## config.mk

```make
export PLATFORM = sky130hd
export DESIGN_NAME = vga_timing_pipe_flat
export DESIGN_NICKNAME = d
export VERILOG_FILES = /design/src/rtl/vga_timing_pipe_if.sv /design/src/rtl/vga_timing_pipe.sv /design/src/flat_wrapper.sv
export SDC_FILE = /design/constraint.sdc
export NUM_CORES = 1
export LEC_CHECK = 0
export ABC_AREA = 1
export BUFFER_PORTS_ARGS = -buffer_cell sky130_fd_sc_hd__buf_4
export CORE_ASPECT_RATIO = 1.75
export CORE_UTILIZATION = 54
export DETAILED_ROUTE_END_ITERATION = 16
export MAX_ROUTING_LAYER = met4
export PLACE_DENSITY = 0.87
export SYNTH_ARGS = -nofsm -noshare
export SYNTH_HDL_FRONTEND = slang
export SYNTH_SLANG_ARGS = --single-unit
export TNS_END_PERCENT = 50
```

## constraint.sdc

```tcl
create_clock -name vgaclk -period 3.55 [get_ports vgaclk]
set_clock_uncertainty 0.05 [all_clocks]
set_input_delay 0.355 -clock vgaclk [delete_from_list [all_inputs] [get_ports vgaclk]]
set_output_delay 0.355 -clock vgaclk [all_outputs]
set_load 0.02 [all_outputs]
```

## src/rtl/vga_timing_pipe_if.sv

```systemverilog
// Pixel-side bundle of the VGA timing pipe: pixel tick and colour in, counters, syncs and DAC colour out.
// master = timing pipe, slave = video generator / pin side.
interface vga_timing_pipe_if #(
    parameter int CW      = 10,
    parameter int COLOR_W = 8
);
    // pix_en qualifies every transfer: rgb_in is sampled and all state moves only on a vgaclk
    // edge where pix_en is high; there is no backpressure, so the generator must keep pace.
    logic                   pix_en;
    logic [3*COLOR_W-1:0]   rgb_in;
    logic [CW-1:0]          counterH;
    logic [CW-1:0]          counterV;
    logic                   active;
    logic                   line_start;
    logic                   frame_start;
    logic                   hsync;
    logic                   vsync;
    logic                   vga_blank;
    logic                   vga_sync;
    logic [7:0]             r;
    logic [7:0]             g;
    logic [7:0]             b;

    modport master (
        input  pix_en, rgb_in,
        output counterH, counterV, active, line_start, frame_start,
        output hsync, vsync, vga_blank, vga_sync, r, g, b
    );

    modport slave (
        output pix_en, rgb_in,
        input  counterH, counterV, active, line_start, frame_start,
        input  hsync, vsync, vga_blank, vga_sync, r, g, b
    );
endinterface

```

## src/rtl/vga_timing_pipe.sv

```systemverilog
// Parametrised VGA timing generator; syncs and blank are delayed to line up with the
// generator's registered colour, and colour channels are widened to the 8-bit DAC.
module vga_timing_pipe #(
    parameter int H_ACTIVE = 640,
    parameter int H_FP     = 16,
    parameter int H_SYNC   = 96,
    parameter int H_BP     = 48,
    parameter int V_ACTIVE = 480,
    parameter int V_FP     = 10,
    parameter int V_SYNC   = 2,
    parameter int V_BP     = 33,
    parameter bit HS_POL   = 1'b0,
    parameter bit VS_POL   = 1'b0,
    parameter int CW       = 10,
    parameter int COLOR_W  = 8,
    parameter int PIPE_LAT = 1
) (
    input  logic               vgaclk,
    input  logic               rst_n,
    vga_timing_pipe_if.master  bus
);
    localparam int H_TOTAL = H_ACTIVE + H_FP + H_SYNC + H_BP;
    localparam int V_TOTAL = V_ACTIVE + V_FP + V_SYNC + V_BP;
    localparam int D       = PIPE_LAT + 1;

    // Compare in CW+1 bits so a sync end equal to 2**CW stays representable.
    localparam logic [CW:0] H_LAST = (CW+1)'(H_TOTAL - 1);
    localparam logic [CW:0] V_LAST = (CW+1)'(V_TOTAL - 1);
    localparam logic [CW:0] H_VIS  = (CW+1)'(H_ACTIVE);
    localparam logic [CW:0] V_VIS  = (CW+1)'(V_ACTIVE);
    localparam logic [CW:0] H_SS   = (CW+1)'(H_ACTIVE + H_FP);
    localparam logic [CW:0] H_SE   = (CW+1)'(H_ACTIVE + H_FP + H_SYNC);
    localparam logic [CW:0] V_SS   = (CW+1)'(V_ACTIVE + V_FP);
    localparam logic [CW:0] V_SE   = (CW+1)'(V_ACTIVE + V_FP + V_SYNC);

    generate
        if (H_TOTAL > (1 << CW)) begin : g_bad_htotal
            $error("vga_timing_pipe: H_TOTAL exceeds 2**CW");
        end
        if (V_TOTAL > (1 << CW)) begin : g_bad_vtotal
            $error("vga_timing_pipe: V_TOTAL exceeds 2**CW");
        end
        if (H_SYNC < 1 || V_SYNC < 1) begin : g_bad_sync
            $error("vga_timing_pipe: sync width must be at least 1");
        end
        if (COLOR_W < 1 || COLOR_W > 8) begin : g_bad_color
            $error("vga_timing_pipe: COLOR_W must be 1..8");
        end
        if (PIPE_LAT < 0 || PIPE_LAT > 7) begin : g_bad_lat
            $error("vga_timing_pipe: PIPE_LAT must be 0..7");
        end
    endgenerate

    logic [CW-1:0] h_cnt, v_cnt;
    logic [CW:0]   h_ext, v_ext;
    logic          hs_raw, vs_raw, active_c;
    logic [D-1:0]  hs_q, vs_q, bl_q;
    logic [D:0]    bl_taps;
    logic          blank_tap;
    logic [7:0]    r_q, g_q, b_q;

    assign h_ext    = {1'b0, h_cnt};
    assign v_ext    = {1'b0, v_cnt};
    assign active_c = (h_ext < H_VIS) && (v_ext < V_VIS);
    assign hs_raw   = (h_ext >= H_SS && h_ext < H_SE) ? HS_POL : ~HS_POL;
    assign vs_raw   = (v_ext >= V_SS && v_ext < V_SE) ? VS_POL : ~VS_POL;

    always_ff @(posedge vgaclk or negedge rst_n) begin
        if (!rst_n) begin
            h_cnt <= '0;
            v_cnt <= '0;
        end else if (bus.pix_en) begin
            if (h_ext == H_LAST) begin
                h_cnt <= '0;
                v_cnt <= (v_ext == V_LAST) ? '0 : v_cnt + 1'b1;
            end else begin
                h_cnt <= h_cnt + 1'b1;
            end
        end
    end

    // Tap k is the blank value k ticks old; tap PIPE_LAT matches the colour now arriving on rgb_in.
    assign bl_taps   = {bl_q, active_c};
    assign blank_tap = bl_taps[PIPE_LAT];

    function automatic logic [7:0] expand(input logic [COLOR_W-1:0] c);
        logic [7:0] e;
        e = '0;
        for (int i = 0; i < 8; i++) e[7-i] = c[COLOR_W-1-(i % COLOR_W)];
        return e;
    endfunction

    always_ff @(posedge vgaclk or negedge rst_n) begin
        if (!rst_n) begin
            hs_q <= {D{~HS_POL}};
            vs_q <= {D{~VS_POL}};
            bl_q <= '0;
            r_q  <= '0;
            g_q  <= '0;
            b_q  <= '0;
        end else if (bus.pix_en) begin
            hs_q <= D'({hs_q, hs_raw});
            vs_q <= D'({vs_q, vs_raw});
            bl_q <= D'({bl_q, active_c});
            if (blank_tap) begin
                r_q <= expand(bus.rgb_in[COLOR_W-1:0]);
                g_q <= expand(bus.rgb_in[2*COLOR_W-1:COLOR_W]);
                b_q <= expand(bus.rgb_in[3*COLOR_W-1:2*COLOR_W]);
            end else begin
                r_q <= '0;
                g_q <= '0;
                b_q <= '0;
            end
        end
    end

    assign bus.counterH    = h_cnt;
    assign bus.counterV    = v_cnt;
    assign bus.active      = active_c;
    assign bus.line_start  = bus.pix_en && (h_cnt == '0);
    assign bus.frame_start = bus.pix_en && (h_cnt == '0) && (v_cnt == '0);
    assign bus.hsync       = hs_q[D-1];
    assign bus.vsync       = vs_q[D-1];
    assign bus.vga_blank   = bl_q[D-1];
    assign bus.vga_sync    = 1'b0;
    assign bus.r           = r_q;
    assign bus.g           = g_q;
    assign bus.b           = b_q;
endmodule

```

## src/flat_wrapper.sv

```systemverilog
// flat-port wrapper written by rule: the top's interface ports become plain ports
module vga_timing_pipe_flat 
#(
    parameter int H_ACTIVE = 640,
    parameter int H_FP     = 16,
    parameter int H_SYNC   = 96,
    parameter int H_BP     = 48,
    parameter int V_ACTIVE = 480,
    parameter int V_FP     = 10,
    parameter int V_SYNC   = 2,
    parameter int V_BP     = 33,
    parameter bit HS_POL   = 1'b0,
    parameter bit VS_POL   = 1'b0,
    parameter int CW       = 10,
    parameter int COLOR_W  = 8,
    parameter int PIPE_LAT = 1
)
  (vgaclk, rst_n, bus_pix_en, bus_rgb_in, bus_counterH, bus_counterV, bus_active, bus_line_start, bus_frame_start, bus_hsync, bus_vsync, bus_vga_blank, bus_vga_sync, bus_r, bus_g, bus_b);
  vga_timing_pipe_if #(.CW(CW), .COLOR_W(COLOR_W)) bus_i ();
  input  logic vgaclk;
  input  logic rst_n;
  input wire logic [$bits(bus_i.pix_en)-1:0] bus_pix_en;
  input wire logic [$bits(bus_i.rgb_in)-1:0] bus_rgb_in;
  output wire logic [$bits(bus_i.counterH)-1:0] bus_counterH;
  output wire logic [$bits(bus_i.counterV)-1:0] bus_counterV;
  output wire logic [$bits(bus_i.active)-1:0] bus_active;
  output wire logic [$bits(bus_i.line_start)-1:0] bus_line_start;
  output wire logic [$bits(bus_i.frame_start)-1:0] bus_frame_start;
  output wire logic [$bits(bus_i.hsync)-1:0] bus_hsync;
  output wire logic [$bits(bus_i.vsync)-1:0] bus_vsync;
  output wire logic [$bits(bus_i.vga_blank)-1:0] bus_vga_blank;
  output wire logic [$bits(bus_i.vga_sync)-1:0] bus_vga_sync;
  output wire logic [$bits(bus_i.r)-1:0] bus_r;
  output wire logic [$bits(bus_i.g)-1:0] bus_g;
  output wire logic [$bits(bus_i.b)-1:0] bus_b;
  assign bus_i.pix_en = bus_pix_en;
  assign bus_i.rgb_in = bus_rgb_in;
  assign bus_counterH = bus_i.counterH;
  assign bus_counterV = bus_i.counterV;
  assign bus_active = bus_i.active;
  assign bus_line_start = bus_i.line_start;
  assign bus_frame_start = bus_i.frame_start;
  assign bus_hsync = bus_i.hsync;
  assign bus_vsync = bus_i.vsync;
  assign bus_vga_blank = bus_i.vga_blank;
  assign bus_vga_sync = bus_i.vga_sync;
  assign bus_r = bus_i.r;
  assign bus_g = bus_i.g;
  assign bus_b = bus_i.b;
  vga_timing_pipe #(.H_ACTIVE(H_ACTIVE), .H_FP(H_FP), .H_SYNC(H_SYNC), .H_BP(H_BP), .V_ACTIVE(V_ACTIVE), .V_FP(V_FP), .V_SYNC(V_SYNC), .V_BP(V_BP), .HS_POL(HS_POL), .VS_POL(VS_POL), .CW(CW), .COLOR_W(COLOR_W), .PIPE_LAT(PIPE_LAT)) u_core (.vgaclk(vgaclk), .rst_n(rst_n), .bus(bus_i));
endmodule
```

# ---- Word-level counts from Yosys, hierarchy flattened
# Index checks and enable logic that the tools add are counted.
dict set report totals {
  register_bits 50
  inputBits 27
  elab_cells 33
}
dict set report op_classes {
  n_addsub 2
  order_cmp 6
  n_eq_ne 2
  n_mux 7
  n_reduce_logical 8
}
# cell count
set op_table {}
lappend op_table {{2-to-1 mux 8 bit} 3}
lappend op_table {{adder 10 x 1 -> 10 bit (second input constant)} 2}
lappend op_table {{equality test 10 bit (second input constant)} 2}
lappend op_table {{logical NOT 10 bit} 2}
lappend op_table {{less-than comparator 10 bit (second input constant)} 2}
lappend op_table {{less-than comparator 10 x 9 -> 1 bit (second input constant)} 2}
lappend op_table {{2-to-1 mux 10 bit} 2}
lappend op_table {{>= comparator 10 bit (second input constant)} 1}
lappend op_table {{>= comparator 10 x 9 -> 1 bit (second input constant)} 1}
lappend op_table {{logical AND 1 bit} 5}
lappend op_table {{2-to-1 mux 1 bit} 2}
lappend op_table {{AND reduction 2 bit} 1}

# ---- Depth between registers and ports, before layout
dict set report depth {
  ltp_word 3
  mapped_depth 8
}

# ---- Worst setup path before layout
# No wires, ideal clock.
dict set report synth_timing {
  kind {reg-to-output}
  from {register u_core.v_cnt[0] (netlist: u_core.bus.counterV[0])}
  to {output port bus_frame_start}
  t_arrival_ps 1445
  slack_ps 1700
  stages_incl_launch_ff 7
  n_path_buf 0
  cell_sequence {dfrtp_1 inv_1 ha_1 inv_1 nor2_1 nand4_1 nor3_1}
}
dict set report synth_via {
  elab_chain_cells 2
}
# element line_no
set synth_rtl {}
lappend synth_rtl {{start, declared} vga_timing_pipe.sv:54} ;# logic [CW-1:0] h_cnt, v_cnt;
lappend synth_rtl {{start signal, assigned} vga_timing_pipe.sv:75} ;# v_cnt <= (v_ext == V_LAST) ? '0 : v_cnt + 1'b1;
lappend synth_rtl {{logical NOT 10 bit} vga_timing_pipe.sv:121} ;# assign bus.frame_start = bus.pix_en && (h_cnt == '0) && (v_cnt == '0);
lappend synth_rtl {{logical AND 1 bit} vga_timing_pipe.sv:121}
lappend synth_rtl {{end, declared} flat_wrapper.sv:28} ;# output wire logic [$bits(bus_i.frame_start)-1:0] bus_frame_start;
# No other way between the ends.

# ---- Final worst setup path
# Same ends and word-level chain as after synthesis.

==> impl_metrics.tcl <==
set metrics [dict create \
    grt_max_degree 51 \
    r2r_start "u_core.bus.counterH[0]" \
    path_buf_inv 3 \
    maxSlewViolCount 0 \
    critical_path_peak_fanout 5 \
    leakage_nw 1.66 \
    fmax_mhz 489 \
    syn_avg_cell_area_um2 8.00 \
    ys_seq_elements 50 \
    synth_area_leaders "dfrtp_1, nand2_1, nand3_1" \
    peakVddDrop_uv 520 \
    rows 31 \
    setup_viol 0 \
    ys_warn_count 0 \
    drt-initial-drc-count 77 \
    grt_pass1_vias 2186 \
    finalWirelength_mm 5.63 \
    initial_core_util_pct 57.4 \
    multiInputGateArea_um2 968 \
    worstSetupPathType "reg -> out" \
    critPathCapture "bus_frame_start" \
    fin_util_pct 72.9 \
    synth_cell_type_count 26 \
    core_mm2 0.00423 \
    die_w_um 52.7 \
    seq_area_mm2 0.00126 \
    yosys.area.top_type "dfrtp_1" \
    grt_pass1_wl_mm 9.15 \
    hold_viol 0 \
    path_delay_family "simple AND/OR/NAND/NOR gates" \
    cts-resized-gates 0 \
    grt_remaining_overflow 0 \
    dpl.cell_count 415 \
    ys_seq_area_share_pct 51.8 \
    worstPathArrival_ns 1.64 \
    slew_headroom_pct 42.8 \
    root_buffer "clkbuf_8" \
    syn_inst 303 \
    maxCapViolCount 0 \
    ios 78 \
    final.min_clock_period_ns 2.05 \
    fin_nets 404 \
    drc 0 \
    critical_path.most_common_cell "inv_1" \
    cts_max_level 2 \
    max_stage_delay_ns 0.43 \
    clock_sinks 50 \
    synthesis.area_mm2 0.00242 \
    cts_made_buffers 5 \
    ctsHoldBuffers 0 \
    dieArea_mm2 0.00477 \
    fillers 327 \
    via_count 2254 \
    fin_cells 423 \
    area_delta_synth_final_pct 27.0 \
    port_buffers 76 \
    post_cts_buffers 0 \
    power_mw 1.76 \
    critPathCaptureType "output port" \
    cts_tree "yes" \
    reg2reg_slack_ns 1.89 \
    diodes 0 \
    crit_path_cell_trace "inv_1 > ha_1 > inv_1 > nor2_1 > nand4_1 > nor3_1 > buf_4" \
    status "finished clean" \
    reg2reg_to "u_core.bus.counterV[1]" \
    antenna_found_initial 0 \
    fp.dieH_um 90.6 \
    period_share_pct 57.6 \
    routedWlPerCell_um 13.3 \
    syn_nets 334 \
    synthDominantCellAreaShare_pct 47.5 \
    clock_latency_ns 0.30 \
    crit_cells 7 \
    gp_congestion 0.907 \
    reg2reg_depth 7 \
    slowest_stage "dfrtp_1" \
    worst_ep_required_time_ns 3.14 \
    tightest_slew_ns 0.857 \
    crit_path_start "u_core.bus.counterV[0]" \
    grt_setup_unrepaired "no" \
    path_clk_slew_ns 0.09 \
    gr-usage-all-layers_pct 25.8 \
    hold_path_class "in -> async" \
    vias_per_cell 5.33 \
    final_antenna_net_count 0 \
    finalSetupTns_ns 0 \
    power_density_mw_per_mm2 570 \
    drive_gt1_share_pct 26.7 \
    dp_hpwl_mm 4.05 \
    cp-start-kind "flip-flop" \
    first_pass_iters 4 \
    cts_buffer_depth 2 \
]
-- worst min path at each step --
| stage | to | startpoint | slack [ns] | cells after the start |
|---|---|---|---|---|
| CTS | u_core.bus.counterH[2] | rst_n | 0.03 | 1 |
| floorplan | u_core.bl_q[0] | rst_n | 0.009 | 0 |
| detailed placement | u_core.bus.b[4] | rst_n | 0.36 | 1 |
| global placement | u_core.bus.b[4] | rst_n | 0.35 | 1 |
| global route | u_core.bus.b[4] | rst_n | 0.06 | 1 |
| finish | u_core.bus.counterH[2] | rst_n | 0.01 | 1 |
-- sequential cells by signal (all words and copies together) (netlist names) --
signal	cells
u_core.bus.counterH	10
u_core.bus.counterV	10
u_core.bus.b	8
u_core.bus.g	8
u_core.bus.r	8
u_core.bl_q	2
u_core.hs_q	2
u_core.vs_q	2
-- power by group --
group | internal, mW | switching (mW) | total, mW
combinational | 0.241 | 0.364 | 0.605
clock | 0.157 | 0.185 | 0.342
sequential | 0.683 | 0.126 | 0.808
total | 1.08 | 0.675 | 1.76
-- synthesized netlist by cell type --
master / count
buf_4: 1
nor2_1: 15
o21ai_1: 4
inv_1: 32
dfstp_2: 4
nand3_1: 38
nand3_2: 1
dfrtp_1: 46
clkinv_2: 1
o21ai_0: 14
nor2_2: 5
nand2_2: 1
buf_2: 9
ha_1: 4
inv_2: 1
xor2_1: 1
nor3_1: 7
nand2_1: 99
a21oi_1: 1
nand4_2: 1
xnor2_1: 2
buf_6: 1
o21ai_2: 2
nand4_1: 10
clkbuf_1: 2
conb_1: 1
-- placed cells by master, fill, tap and decap left out, drive strengths merged --
cell type and count:
clkinv 2, dfstp 4, xor2 1, nand2 100
clkbuf 6, inv 33, conb 1, nand3 39
a21oi 1, nand4 11, ha 4, clkinvlp 1
xnor2 2, buf 76, dfrtp 46, nor3 7
nor2 20, o21ai 20
-- layout make-up --
| class | count | area share [%] |
|---|---|---|
| Sequential cell | 50 | 40.8 |
| Multi-Input combinational cell | 206 | 31.4 |
| Timing Repair Buffer | 76 | 18.5 |
| Inverter | 34 | 4.18 |
| Clock buffer | 6 | 2.68 |
| Tap cell | 49 | 1.99 |
| Clock inverter | 2 | 0.406 |
-- cells by family (layout without fill, tap and decap cells) --
logic type      Yosys count  after routing  share of synthesized area, %
fa+ha+maj                 4              4                          2.06
buf+inv                  47            118                          8.26
other cells               1              1                         0.155
flops                    50             50                          51.8
simple gates            177            177                          32.0
compound gates           21             21                          4.64
xor+xnor                  3              3                          1.08
-- per-stage QoR --
step	area, um2	hold slack, ns	worst slack (ns)
6_report	3080	0.0121	1.50
5_1_grt	3080	0.0562	1.34
4_1_cts	3080	0.0264	1.49
3_5_place_dp	2990	0.356	1.84
3_3_place_gp	2990	0.352	1.84
2_1_floorplan	2420	0.00941	1.70
-- per-layer routing --
layer	global-route usage [%]	wire length (um)	share of wire (%)
met5	-	0	0
met4	10.7	63	1.1
met3	4.21	304	5.4
met2	44.1	3010	54
met1	28.5	2250	40
No activity file was read; power rests on OpenSTA's default activity.
